--- src/rtl/tmp_i2c_pkg.sv ---
// Shared types and register map for the temperature-sensor I2C responder.
package tmp_i2c_pkg;

  typedef enum logic [2:0] {
    IDLE, ADDR, ADDR_ACK, WR_BYTE, WR_ACK, RD_BYTE, RD_ACK, IGNORE
  } state_t;

  localparam logic [7:0] REG_TMSB = 8'h00;
  localparam logic [7:0] REG_TLSB = 8'h01;
  localparam logic [7:0] REG_CFG  = 8'h03;
  localparam logic [7:0] REG_ID   = 8'h0B;

  function automatic logic [7:0] reg_read(input logic [7:0]  ptr,
                                          input logic [15:0] snap,
                                          input logic [7:0]  cfg,
                                          input logic [7:0]  id);
    logic [7:0] val;
    val = 8'h00;
    case (ptr)
      REG_TMSB: val = snap[15:8];
      REG_TLSB: val = snap[7:0];
      REG_CFG:  val = cfg;
      REG_ID:   val = id;
      default:  val = 8'h00;
    endcase
    return val;
  endfunction

endpackage

--- src/rtl/tmp_i2c_responder_if.sv ---
// I2C bus signals seen by the responder; sda_oe = 1 pulls SDA low.
interface tmp_i2c_responder_if;
  logic scl;
  logic sda_i;
  logic sda_oe;

  modport master (output scl, output sda_i, input sda_oe);
  modport slave  (input scl, input sda_i, output sda_oe);
endinterface

--- src/rtl/i2c_cond_det.sv ---
// Synchronizes SCL/SDA into clk and flags SCL edges plus START/STOP conditions.
module i2c_cond_det (
  input  logic clk,
  input  logic rst,
  input  logic scl,
  input  logic sda,
  output logic sda_s,
  output logic scl_rise,
  output logic scl_fall,
  output logic start,
  output logic stop
);

  logic scl_m, scl_s, scl_d;
  logic sda_m, sda_d;

  always_ff @(posedge clk or posedge rst) begin
    if (rst) begin
      scl_m <= 1'b1;
      scl_s <= 1'b1;
      scl_d <= 1'b1;
      sda_m <= 1'b1;
      sda_s <= 1'b1;
      sda_d <= 1'b1;
    end else begin
      scl_m <= scl;
      scl_s <= scl_m;
      scl_d <= scl_s;
      sda_m <= sda;
      sda_s <= sda_m;
      sda_d <= sda_s;
    end
  end

  assign scl_rise = scl_s & ~scl_d;
  assign scl_fall = ~scl_s & scl_d;
  // SCL must be high on both samples so an SDA change around an SCL edge is not misread
  assign start = scl_s & scl_d & sda_d & ~sda_s;
  assign stop  = scl_s & scl_d & ~sda_d & sda_s;

endmodule

--- src/rtl/tmp_i2c_responder.sv ---
// I2C target exposing a coherent temperature snapshot, a config register and an ID register.
module tmp_i2c_responder
  import tmp_i2c_pkg::*;
#(
  parameter logic [6:0] DEV_ADDR = 7'h4B,
  parameter logic [7:0] ID_VAL   = 8'hCB
) (
  input  logic                       clk,
  input  logic                       rst,
  tmp_i2c_responder_if.slave         bus,
  input  logic [12:0]                temp,
  output logic [7:0]                 cfg,
  output logic                       busy
);

  logic sda_s, scl_rise, scl_fall, start, stop;

  i2c_cond_det u_cond_det (
    .clk      (clk),
    .rst      (rst),
    .scl      (bus.scl),
    .sda      (bus.sda_i),
    .sda_s    (sda_s),
    .scl_rise (scl_rise),
    .scl_fall (scl_fall),
    .start    (start),
    .stop     (stop)
  );

  state_t      state;
  logic [2:0]  bit_cnt;
  logic [6:0]  shreg;
  logic [6:0]  tx;
  logic [7:0]  pointer;
  logic [15:0] snapshot;
  logic        rw, ack_on, ptr_loaded, ld, sda_oe;
  logic [7:0]  rx_byte, rd_data;

  assign rx_byte    = {shreg, sda_s};
  assign rd_data    = reg_read(pointer, snapshot, cfg, ID_VAL);
  assign bus.sda_oe = sda_oe;

  always_ff @(posedge clk or posedge rst) begin
    if (rst) begin
      state      <= IDLE;
      bit_cnt    <= '0;
      shreg      <= '0;
      tx         <= '0;
      pointer    <= 8'h00;
      cfg        <= 8'h00;
      snapshot   <= '0;
      rw         <= 1'b0;
      ack_on     <= 1'b0;
      ptr_loaded <= 1'b0;
      ld         <= 1'b0;
      sda_oe     <= 1'b0;
      busy       <= 1'b0;
    end else if (start) begin
      state   <= ADDR;
      bit_cnt <= '0;
      ack_on  <= 1'b0;
      ld      <= 1'b0;
      sda_oe  <= 1'b0;
    end else if (stop) begin
      state  <= IDLE;
      ack_on <= 1'b0;
      ld     <= 1'b0;
      sda_oe <= 1'b0;
      busy   <= 1'b0;
    end else begin
      case (state)
        ADDR: if (scl_rise) begin
          shreg   <= rx_byte[6:0];
          bit_cnt <= bit_cnt + 3'd1;
          if (bit_cnt == 3'd7) begin
            if (rx_byte[7:1] == DEV_ADDR) begin
              state      <= ADDR_ACK;
              rw         <= rx_byte[0];
              busy       <= 1'b1;
              ptr_loaded <= 1'b0;
              if (rx_byte[0]) snapshot <= {temp, 3'b000};
            end else begin
              state <= IGNORE;
            end
          end
        end
        // first falling edge opens the ACK bit, the second closes it
        ADDR_ACK, WR_ACK: if (scl_fall) begin
          if (!ack_on) begin
            ack_on <= 1'b1;
            sda_oe <= 1'b1;
          end else begin
            ack_on  <= 1'b0;
            bit_cnt <= '0;
            if (state == ADDR_ACK && rw) begin
              state  <= RD_BYTE;
              tx     <= rd_data[6:0];
              sda_oe <= ~rd_data[7];
            end else begin
              state  <= WR_BYTE;
              sda_oe <= 1'b0;
            end
          end
        end
        WR_BYTE: if (scl_rise) begin
          shreg   <= rx_byte[6:0];
          bit_cnt <= bit_cnt + 3'd1;
          if (bit_cnt == 3'd7) begin
            state <= WR_ACK;
            if (!ptr_loaded) begin
              pointer    <= rx_byte;
              ptr_loaded <= 1'b1;
            end else begin
              if (pointer == REG_CFG) cfg <= rx_byte;
              pointer <= pointer + 8'd1;
            end
          end
        end
        // ld marks a byte that follows a master ACK and still has to be fetched
        RD_BYTE: if (scl_fall) begin
          if (ld) begin
            ld      <= 1'b0;
            bit_cnt <= '0;
            tx      <= rd_data[6:0];
            sda_oe  <= ~rd_data[7];
          end else if (bit_cnt == 3'd7) begin
            state  <= RD_ACK;
            sda_oe <= 1'b0;
          end else begin
            bit_cnt <= bit_cnt + 3'd1;
            tx      <= {tx[5:0], 1'b0};
            sda_oe  <= ~tx[6];
          end
        end
        RD_ACK: if (scl_rise) begin
          if (!sda_s) begin
            pointer <= pointer + 8'd1;
            state   <= RD_BYTE;
            ld      <= 1'b1;
          end else begin
            state <= IGNORE;
          end
        end
        default: ;
      endcase
    end
  end

endmodule

--- src/flat_wrapper.sv ---
// flat-port wrapper written by rule: the top's interface ports become plain ports
module tmp_i2c_responder_flat import tmp_i2c_pkg::*;
#(
  parameter logic [6:0] DEV_ADDR = 7'h4B,
  parameter logic [7:0] ID_VAL   = 8'hCB
)
  (clk, rst, temp, cfg, busy, bus_scl, bus_sda_i, bus_sda_oe);
  tmp_i2c_responder_if bus_i ();
  input  logic clk;
  input  logic rst;
  input  logic [12:0] temp;
  output logic [7:0] cfg;
  output logic busy;
  input wire logic [$bits(bus_i.scl)-1:0] bus_scl;
  input wire logic [$bits(bus_i.sda_i)-1:0] bus_sda_i;
  output wire logic [$bits(bus_i.sda_oe)-1:0] bus_sda_oe;
  assign bus_i.scl = bus_scl;
  assign bus_i.sda_i = bus_sda_i;
  assign bus_sda_oe = bus_i.sda_oe;
  tmp_i2c_responder #(.DEV_ADDR(DEV_ADDR), .ID_VAL(ID_VAL)) u_core (.clk(clk), .rst(rst), .bus(bus_i), .temp(temp), .cfg(cfg), .busy(busy));
endmodule
--- config.mk ---
export PLATFORM = sky130hd
export DESIGN_NAME = tmp_i2c_responder_flat
export DESIGN_NICKNAME = d
export VERILOG_FILES = /design/src/rtl/tmp_i2c_pkg.sv /design/src/rtl/tmp_i2c_responder_if.sv /design/src/rtl/i2c_cond_det.sv /design/src/rtl/tmp_i2c_responder.sv /design/src/flat_wrapper.sv
export SDC_FILE = /design/constraint.sdc
export NUM_CORES = 1
export LEC_CHECK = 0
export CORE_ASPECT_RATIO = 0.7
export CORE_MARGIN = 2
export CORE_UTILIZATION = 40
export DETAILED_ROUTE_END_ITERATION = 12
export PLACE_DENSITY_LB_ADDON = 0.2
export SLEW_MARGIN = 10
export SYNTH_ARGS = -nofsm -noshare
export SYNTH_HDL_FRONTEND = slang
export SYNTH_SLANG_ARGS = --single-unit
--- constraint.sdc ---
create_clock -name clk -period 2.1 [get_ports clk]
set_clock_uncertainty 0.15 [all_clocks]
set_input_delay 0.42 -clock clk [delete_from_list [all_inputs] [get_ports clk]]
set_output_delay 0.42 -clock clk [all_outputs]
set_load 0.02 [all_outputs]
## Word level (Yosys, flattened, before mapping)

Index checks and enable logic that the tools add are counted.

| word-level totals | value |
|---|---|
| register bits | 61 |
| bits of input ports | 17 |

| cells by class | value |
|---|---|
| reductions and logical operators | 30 |
| mux-type cells | 70 |
| $add $sub $neg | 2 |
| bitwise logic cells | 15 |
| equal/unequal tests | 40 |

Operator list:

| kind | number |
|---|---|
| $mux W3 | 22 |
| $mux W7 | 6 |
| $mux W8 | 5 |
| $ne A4 B1 Y1 const B | 9 |
| $pmux W8 S4 | 1 |
| $mux W1 | 28 |
| $reduce_and A7 Y1 | 4 |
| $ne A2 B1 Y1 const B | 11 |
| $pmux W8 S2 | 1 |
| $reduce_and A8 Y1 | 2 |
| $pmux W3 S5 | 1 |
| $pmux W7 S2 | 1 |
| $reduce_bool A2 Y1 | 7 |
| $eq A3 B3 Y1 const B | 4 |
| $ne A3 B1 Y1 const B | 4 |
| $ne A4 B2 Y1 const B | 3 |
| $reduce_bool A4 Y1 | 3 |
| $reduce_and A11 Y1 | 1 |
| $pmux W3 S3 | 1 |
| $add A8 B1 Y8 const B | 1 |
| $eq A8 B1 Y1 const B | 1 |
| $eq A8 B2 Y1 const B | 1 |
| $eq A8 B4 Y1 const B | 1 |
| $logic_not A8 Y1 | 1 |
| 19 further kinds | 38 |

## Logic depth before layout (Yosys ltp)

Gate-level depths: netlist of the first run.

| depth | value |
|---|---|
| depth after elaboration | 9 |
| mapped depth | 8 |

## Hierarchy

From an unflattened synthesis of the first run, not the netlist that was laid out.

| unflattened totals | value |
|---|---|
| cells, all modules | 297 |
| area total of the unflattened synthesis | 3201.8 sq um |

By module, submodules not included:

| module | cells an instance | area an instance (sq um) | instances | sequential area each (sq um) |
|---|---|---|---|---|
| tmp_i2c_responder | 286 | 3007.9 | 1 | 1376.3 |
| i2c_cond_det | 11 | 193.9 | 1 | 157.7 |

## Worst setup path before layout of the first run

No wires, ideal clock.

| timing path | value |
|---|---|
| path kind | flip-flop to flip-flop |
| start | register u_core.u_cond_det.scl_s |
| end | register u_core.snapshot[10] |
| cell stages (with the launch flop) | 8 |
| setup time | 0.125 ns |
| arrival | 1.989 ns |
| path slack | -0.164 ns |
| cell sequence | dfstp_2 > and4bb_1 > buf_6 > nand2_4 > or2_4 > nor3b_4 > buf_8 > mux2_4 |

| between the ends | value |
|---|---|
| word-level cells in the longest chain between the ends | 5 |
| elaborated cells between the ends (all ways) | 9 |

RTL lines:

| element | line | text |
|---|---|---|
| start, declared | i2c_cond_det.sv:14 | `logic scl_m, scl_s, scl_d;` |
| start signal, assigned | i2c_cond_det.sv:27 | `scl_s <= scl_m;` |
| $and A1 B1 Y1 | i2c_cond_det.sv:38, i2c_cond_det.sv:39 |  |
| $and A1 B1 Y1 (on tied branches) (2 in series) | i2c_cond_det.sv:38, i2c_cond_det.sv:39 |  |
| $not A1 Y1 (no source line) | -- |  |
| $reduce_and A7 Y1 (no source line) * | -- |  |
| end signal, assigned | tmp_i2c_responder.sv:81 | `if (rx_byte[0]) snapshot <= {temp, 3'b000};` |
| end, declared | tmp_i2c_responder.sv:35 | `logic [15:0] snapshot;` |

Mark *: on every way between the ends. The rest lies on a longest branch, timed or not.
A chain may end at the register's enable or synchronous reset.

## Worst setup path in the final report of the first run

| timing path | value |
|---|---|
| start | register u_core.shreg[5] |
| end | register u_core.snapshot[7] |

| between the ends | value |
|---|---|
| word-level cells in the longest chain between the ends | 2 |

RTL lines:

| element | line | text |
|---|---|---|
| start, declared | tmp_i2c_responder.sv:32 | `logic [6:0] shreg;` |
| start signal, assigned | tmp_i2c_responder.sv:73 | `shreg <= rx_byte[6:0];` |
| start signal, assigned | tmp_i2c_responder.sv:106 | `shreg <= rx_byte[6:0];` |
| $eq A7 B7 Y1 | tmp_i2c_responder.sv:76 | `if (rx_byte[7:1] == DEV_ADDR) begin` |
| $reduce_and A7 Y1 (no source line) | -- |  |

No other way between the ends.

==> flow_summary.json, run 1 <==
{
  "dieArea_um2": 8810,
  "cts_buffers": 9,
  "grt_max_degree": 62,
  "p_leak_uw": 0.00194,
  "netlist_area_um2": 3230,
  "num_antenna_cells": 0,
  "grt_usage_pct": 20.0,
  "clock_path_buffers": 2,
  "synthesis.nets": 322,
  "firstDrtPassIters": 7,
  "netlist_instances": 300,
  "status": "finished with violations",
  "cpMostUsedCell": "buf_12",
  "finalHoldViolCount": 0,
  "multiInputGateArea_um2": 1650,
  "cts_tree": "done",
  "power_density_nw_per_um2": 713,
  "synth_cell_types": 61,
  "ys_seq_elements": 61,
  "rows": 27,
  "required_ps": 2170,
  "port_buffers": 26,
  "layout_min_cycle_time_ps": 2160,
  "cts_root_buf": "clkbuf_16",
  "nFillCells": 674,
  "relSlewSlack_pct": 68.0,
  "core_area_um2": 7840,
  "violations": "negative setup slack",
  "cp-startpoint": "u_core.shreg[5]",
  "first_iter_violations": 223,
  "drive_above_1_share_pct": 30.1,
  "cp-start-kind": "flip-flop",
  "max_stage_delay_ps": 390,
  "crit_path_end_kind": "flip-flop",
  "clk_pin_slew_ps": 50,
  "seqCellArea_um2": 1530,
  "nets": 387,
  "area_growth_pct": 34.2,
  "crit_path_end": "u_core.snapshot[7]",
  "syn_area_per_cell_um2": 10.8,
  "grt_pass1_vias": 2460,
  "crit_chain": "nor4bb_2 > nand4b_1 > or2_4 > nor3b_4 > buf_12 > buf_12 > mux2_4",
  "clk_latency_ps": 330,
  "fmax_mhz": 463,
  "routed_via_density": 5.60,
  "critPathKind": "reg2reg",
  "worst_slack_ps": -60.6,
  "synth_edf_count": 0,
  "mostFrequentLayoutCell": "dfrtp_1",
  "hp-class": "reg2reg",
  "reg2reg_depth": 7,
  "antenna_found_initial": 0,
  "wl_per_cell_um": 18.0,
  "fp.dieW_um": 111,
  "ff2ff_setup_slack_ps": -60,
  "fin_hold_ws_ps": 200,
  "ys_async_sr_fraction_pct": 100,
  "fin_util_pct": 55.3,
  "ys_seq_area_share_pct": 47.5,
  "maxCapViolations": 0,
  "ctsHoldBuffers": 0,
  "ios": 27,
  "path_max_fanout": 7,
  "reg2reg_from": "u_core.shreg[5]",
  "slew_viol_final": 0,
  "grt_pass1_wl_mm": 13.6,
  "totalWireLength_mm": 8.47,
  "fin_cells": 470,
  "die_y_um": 79.1,
  "clock-sinks": 61,
  "grt_remaining_overflow": 0,
  "fin_crit_sh_pct": 103,
  "hpwl_mm": 5.61,
  "ant_nets": 0,
  "grt_setup_unrepaired": "true",
  "p_total_uw": 3090,
  "critical-path-slowest-cell": "dfrtp_1",
  "num_vias": 2632,
  "worst_pin_slew_ps": 481,
  "yosys_most_used_dff": "dfrtp_1",
  "drc": 0,
  "start_util_pct": 41.2,
  "r2r_end": "u_core.snapshot[7]",
  "layout_common_cells": "dfrtp_1, buf_4, clkdlybuf4s50_1, o21ai_0, nand2_1",
  "htreeDepth": 3,
  "post-place-cells": 447,
  "crit_arrival_ps": 2230,
  "gp_congestion": 0.832,
  "irDropWorstVdd_v": 0.000493,
  "ys_warn_count": 0,
  "finalSetupViolCount": 14
}
-- routing by layer --
metal,vias up,wire length (µm),GRT usage (%)
met5,-,0,0
met4,0,109,5.68
met3,11,455,5.42
met2,77,3490,26.7
met1,1306,4410,31.2
li1,1238,-,-
-- synth_stat cells, drive strengths merged, types with 3 or more instances --
master | instances | area share [%]
a22oi | 8 | 1.9
clkbuf | 8 | 0.93
nor2 | 13 | 1.5
mux2 | 31 | 12
nor3 | 6 | 1.1
nor2b | 6 | 1.2
nand3b | 3 | 0.70
o22ai | 4 | 0.78
dfrtp | 55 | 43
ha | 5 | 1.9
a31oi | 3 | 0.58
a2bb2oi | 4 | 1.1
o21ai | 25 | 3.9
buf | 8 | 1.7
a22o | 7 | 1.9
inv | 10 | 1.2
o21bai | 3 | 0.70
and3 | 5 | 0.97
nand2 | 19 | 2.4
and2 | 3 | 0.58
dfstp | 6 | 4.9
a21oi | 16 | 2.6
nand3 | 11 | 1.7
nor3b | 4 | 1.4
-- report_power, final --
| group | switching, µW | internal [µW] | leakage, µW |
|---|---|---|---|
| Combinational | 110 | 126 | 0.000958 |
| Clock | 511 | 1060 | 0.000152 |
| Sequential | 49.8 | 1230 | 0.000828 |
-- worst min-delay path by stage --
stage / start / to / slack [ps] / depth (start not counted)
global placement: u_core.u_cond_det.sda_m / u_core.u_cond_det.sda_s / 200 / 0
global route: u_core.u_cond_det.sda_m / u_core.u_cond_det.sda_s / 210 / 0
finish: u_core.u_cond_det.sda_m / u_core.u_cond_det.sda_s / 200 / 0
floorplan: u_core.u_cond_det.scl_m / u_core.u_cond_det.scl_s / 200 / 0
detailed placement: u_core.u_cond_det.sda_m / u_core.u_cond_det.sda_s / 200 / 0
CTS: u_core.u_cond_det.sda_m / u_core.u_cond_det.sda_s / 200 / 0
-- cell type report --
type | instances | share of cell area [%]
timing repair buffer | 70 | 15.5
sequential | 61 | 35.4
tap | 101 | 2.92
clock buffer | 11 | 5.60
clock inverter | 4 | 1.68
inverter | 10 | 0.867
multi-input combinational | 213 | 38.0
-- cell families after synthesis --
logic type / after synthesis / share of synthesized area, %
AND/OR/NAND/NOR: 81 / 14.5
XOR/XNOR: 3 / 0.814
multiplexers: 33 / 12.5
buffers and inverters: 26 / 3.84
AO/OA/AOI/OAI: 91 / 18.8
adder cells (fa/ha/maj): 5 / 1.94
flip-flops: 61 / 47.5
-- state kept, by name, indices dropped and copies added, names as in the netlist --
signal / cells
u_core.ptr_loaded: 1
u_core.ack_on: 1
u_core.cfg: 8
u_core.tx: 7
u_core.pointer: 8
u_core.u_cond_det.scl_s: 1
u_core.u_cond_det.scl_d: 1
u_core.ld: 1
u_core.u_cond_det.sda_m: 1
u_core.u_cond_det.sda_s: 1
u_core.u_cond_det.scl_m: 1
u_core.busy: 1
u_core.shreg: 7
u_core.bus.sda_oe: 1
u_core.rw: 1
u_core.u_cond_det.sda_d: 1
u_core.state: 3
u_core.snapshot: 13
u_core.bit_cnt: 3
-- timing repair --
item | in CTS | in global routing
pin swaps | 4 | 3
resized for setup | 11 | 11
setup buffers | 5 | 3
endpoints found under the setup margin | 15 | 31
-- stage by stage --
step                      area (µm²)  setup TNS (ps)  worst slack [ps]
after CTS                       4260            -668             -60.4
after floorplan                 3230           -1690              -156
after detailed placement        3850            -660             -79.6
after global placement          3850            -124             -32.9
final                           4330            -634             -60.6
after global routing            4330           -2350              -183
-- critical path, delay by kind of cell (launching register included) --
kind	cells	cell delay [ps]
flops	1	390
simple gates	4	940
mux	1	290
buf+inv	2	270
No activity file was read; power rests on OpenSTA's default activity.
==> run 2: changes to the inputs <==
--- a/config.mk
+++ b/config.mk
@@ -5,11 +5,13 @@
 export SDC_FILE = /design/constraint.sdc
 export NUM_CORES = 1
 export LEC_CHECK = 0
+export ABC_CLOCK_PERIOD_IN_PS = 2100
 export CORE_ASPECT_RATIO = 0.7
 export CORE_MARGIN = 2
 export CORE_UTILIZATION = 40
 export DETAILED_ROUTE_END_ITERATION = 12
 export PLACE_DENSITY_LB_ADDON = 0.2
+export SKIP_CTS_REPAIR_TIMING = 1
 export SLEW_MARGIN = 10
 export SYNTH_ARGS = -nofsm -noshare
 export SYNTH_HDL_FRONTEND = slang
==> flow_summary.json, run 2 (same netlist as run 1, synthesis figures left out) <==
{
  "status": "finished with violations",
  "violations": "negative setup slack",
  "hpwl_mm": 5.61,
  "grt_pass1_wl_mm": 13.2,
  "fin_cells": 463,
  "pre_cts_slack_ps": -79.6,
  "port_buffers": 26,
  "fmax_mhz": 470,
  "wl_per_cell_um": 17.6,
  "fin_crit_sh_pct": 101,
  "p_total_uw": 3080,
  "maxCapViolations": 0,
  "fin_area_um2": 4240,
  "clock-sinks": 61,
  "path_max_fanout": 14,
  "crit_path_end_kind": "flip-flop",
  "max_stage_delay_ps": 380,
  "ant_nets": 0,
  "finalHoldViolCount": 0,
  "crit_arrival_ps": 2190,
  "post-place-cells": 447,
  "p_leak_uw": 0.00189,
  "worst_slack_ps": -29.5,
  "power_density_nw_per_um2": 726,
  "clk_latency_ps": 330,
  "fp.dieW_um": 111,
  "antenna_found_initial": 0,
  "grt_usage_pct": 19.5,
  "num_antenna_cells": 0,
  "layout_common_cells": "dfrtp_1, buf_4, clkdlybuf4s50_1, o21ai_0, nand2_1",
  "finalSetupViolCount": 13,
  "cp.buffers_inverters": 1,
  "irDropWorstVdd_v": 0.000491,
  "postPlaceCellArea_um2": 3850,
  "ios": 27,
  "drive_above_1_share_pct": 28.7,
  "cp-start-kind": "flip-flop",
  "crit_chain": "nor4bb_2 > nand4b_1 > or2_4 > nor3b_4 > buf_12 > mux2_4",
  "firstDrtPassIters": 4,
  "totalWireLength_mm": 8.17,
  "layout_min_cycle_time_ps": 2130,
  "cp_top_family": "simple AND/OR/NAND/NOR gates",
  "dieArea_um2": 8810,
  "grt_max_degree": 62,
  "grt_pass1_vias": 2424,
  "area_growth_pct": 31.4,
  "nFillCells": 692,
  "top_register": "u_core.snapshot",
  "htreeDepth": 3,
  "core_area_um2": 7840,
  "worst_pin_slew_ps": 465,
  "routed_via_density": 5.54,
  "nets": 380,
  "required_ps": 2160,
  "largest_register_ffs": 13,
  "gp_congestion": 0.832,
  "start_util_pct": 41.2,
  "critical-path-slowest-cell": "dfrtp_1",
  "hp-class": "reg2reg",
  "first_iter_violations": 195,
  "clk_pin_slew_ps": 50,
  "critPathKind": "reg2reg",
  "rows": 27,
  "relSlewSlack_pct": 69.0,
  "clock_path_buffers": 2,
  "mostFrequentLayoutCell": "dfrtp_1",
  "die_y_um": 79.1,
  "grt_remaining_overflow": 0,
  "slew_viol_final": 0,
  "reg_top3": "u_core.snapshot: 13 flops, u_core.cfg: 8 flops, u_core.pointer: 8 flops",
  "cts_tree": "done",
  "cts_buffers": 9,
  "cts_root_buf": "clkbuf_16",
  "grt_setup_unrepaired": "true",
  "drc": 0,
  "num_vias": 2565
}
## run 2: worst reg2reg max path, delay by kind of cell, from the launching register on
| family | cells | cell delay [ps] |
|---|---|---|
| mux | 1 | 320 |
| buf+inv | 1 | 190 |
| simple gates | 4 | 970 |
| flops | 1 | 380 |
## run 2: routing by layer
layer | share of wire [%] | routed length [µm] | GRT usage (%) | vias to the layer above
met1 | 52 | 4260 | 30.3 | 1262
met3 | 5.3 | 434 | 5.42 | 6
li1 | - | - | - | 1229
met2 | 42 | 3410 | 26.0 | 68
met5 | 0 | 0 | 0 | -
met4 | 0.75 | 61 | 5.19 | 0
## run 2: power by group
part | internal [µW] | leakage (µW) | switching [µW]
clock network | 1060 | 0.000152 | 506
logic | 125 | 0.000915 | 109
registers | 1230 | 0.000828 | 49.5
total | 2420 | 0.00189 | 664
## run 2: stage by stage
step	hold slack (ps)	setup TNS (ps)	utilization (%)
finish	202	-282	54.1
global route	208	-2240	54.1
CTS	204	-787	53.2
detailed placement	199	-660	49.1
global placement	197	-124	49.1
floorplan	195	-1690	-
## run 2: path summary, 6_finish.rpt
check	endpoint	slack, ps	startpoint	depth (start not counted)
min	u_core.u_cond_det.sda_s	200	u_core.u_cond_det.sda_m	0
max	u_core.snapshot[8]	-30	u_core.shreg[4]	6
max in group asynchronous	u_core.u_cond_det.sda_m	1150	rst	3
min in group asynchronous	u_core.cfg[7]	320	rst	3
min reg2reg	u_core.u_cond_det.sda_s	200	u_core.u_cond_det.sda_m	0
max reg2reg	u_core.snapshot[8]	-30	u_core.shreg[4]	6
## run 2: final cells by class
class	count	area [µm²]	area share (%)
multi-input cells	213	1640	38.6
flip-flops and latches	61	1530	36.2
repair buffers	63	592	14.0
clock buffers	11	243	5.72
well taps	101	126	2.98
clock inverters	4	72.6	1.71
inverters	10	37.5	0.885
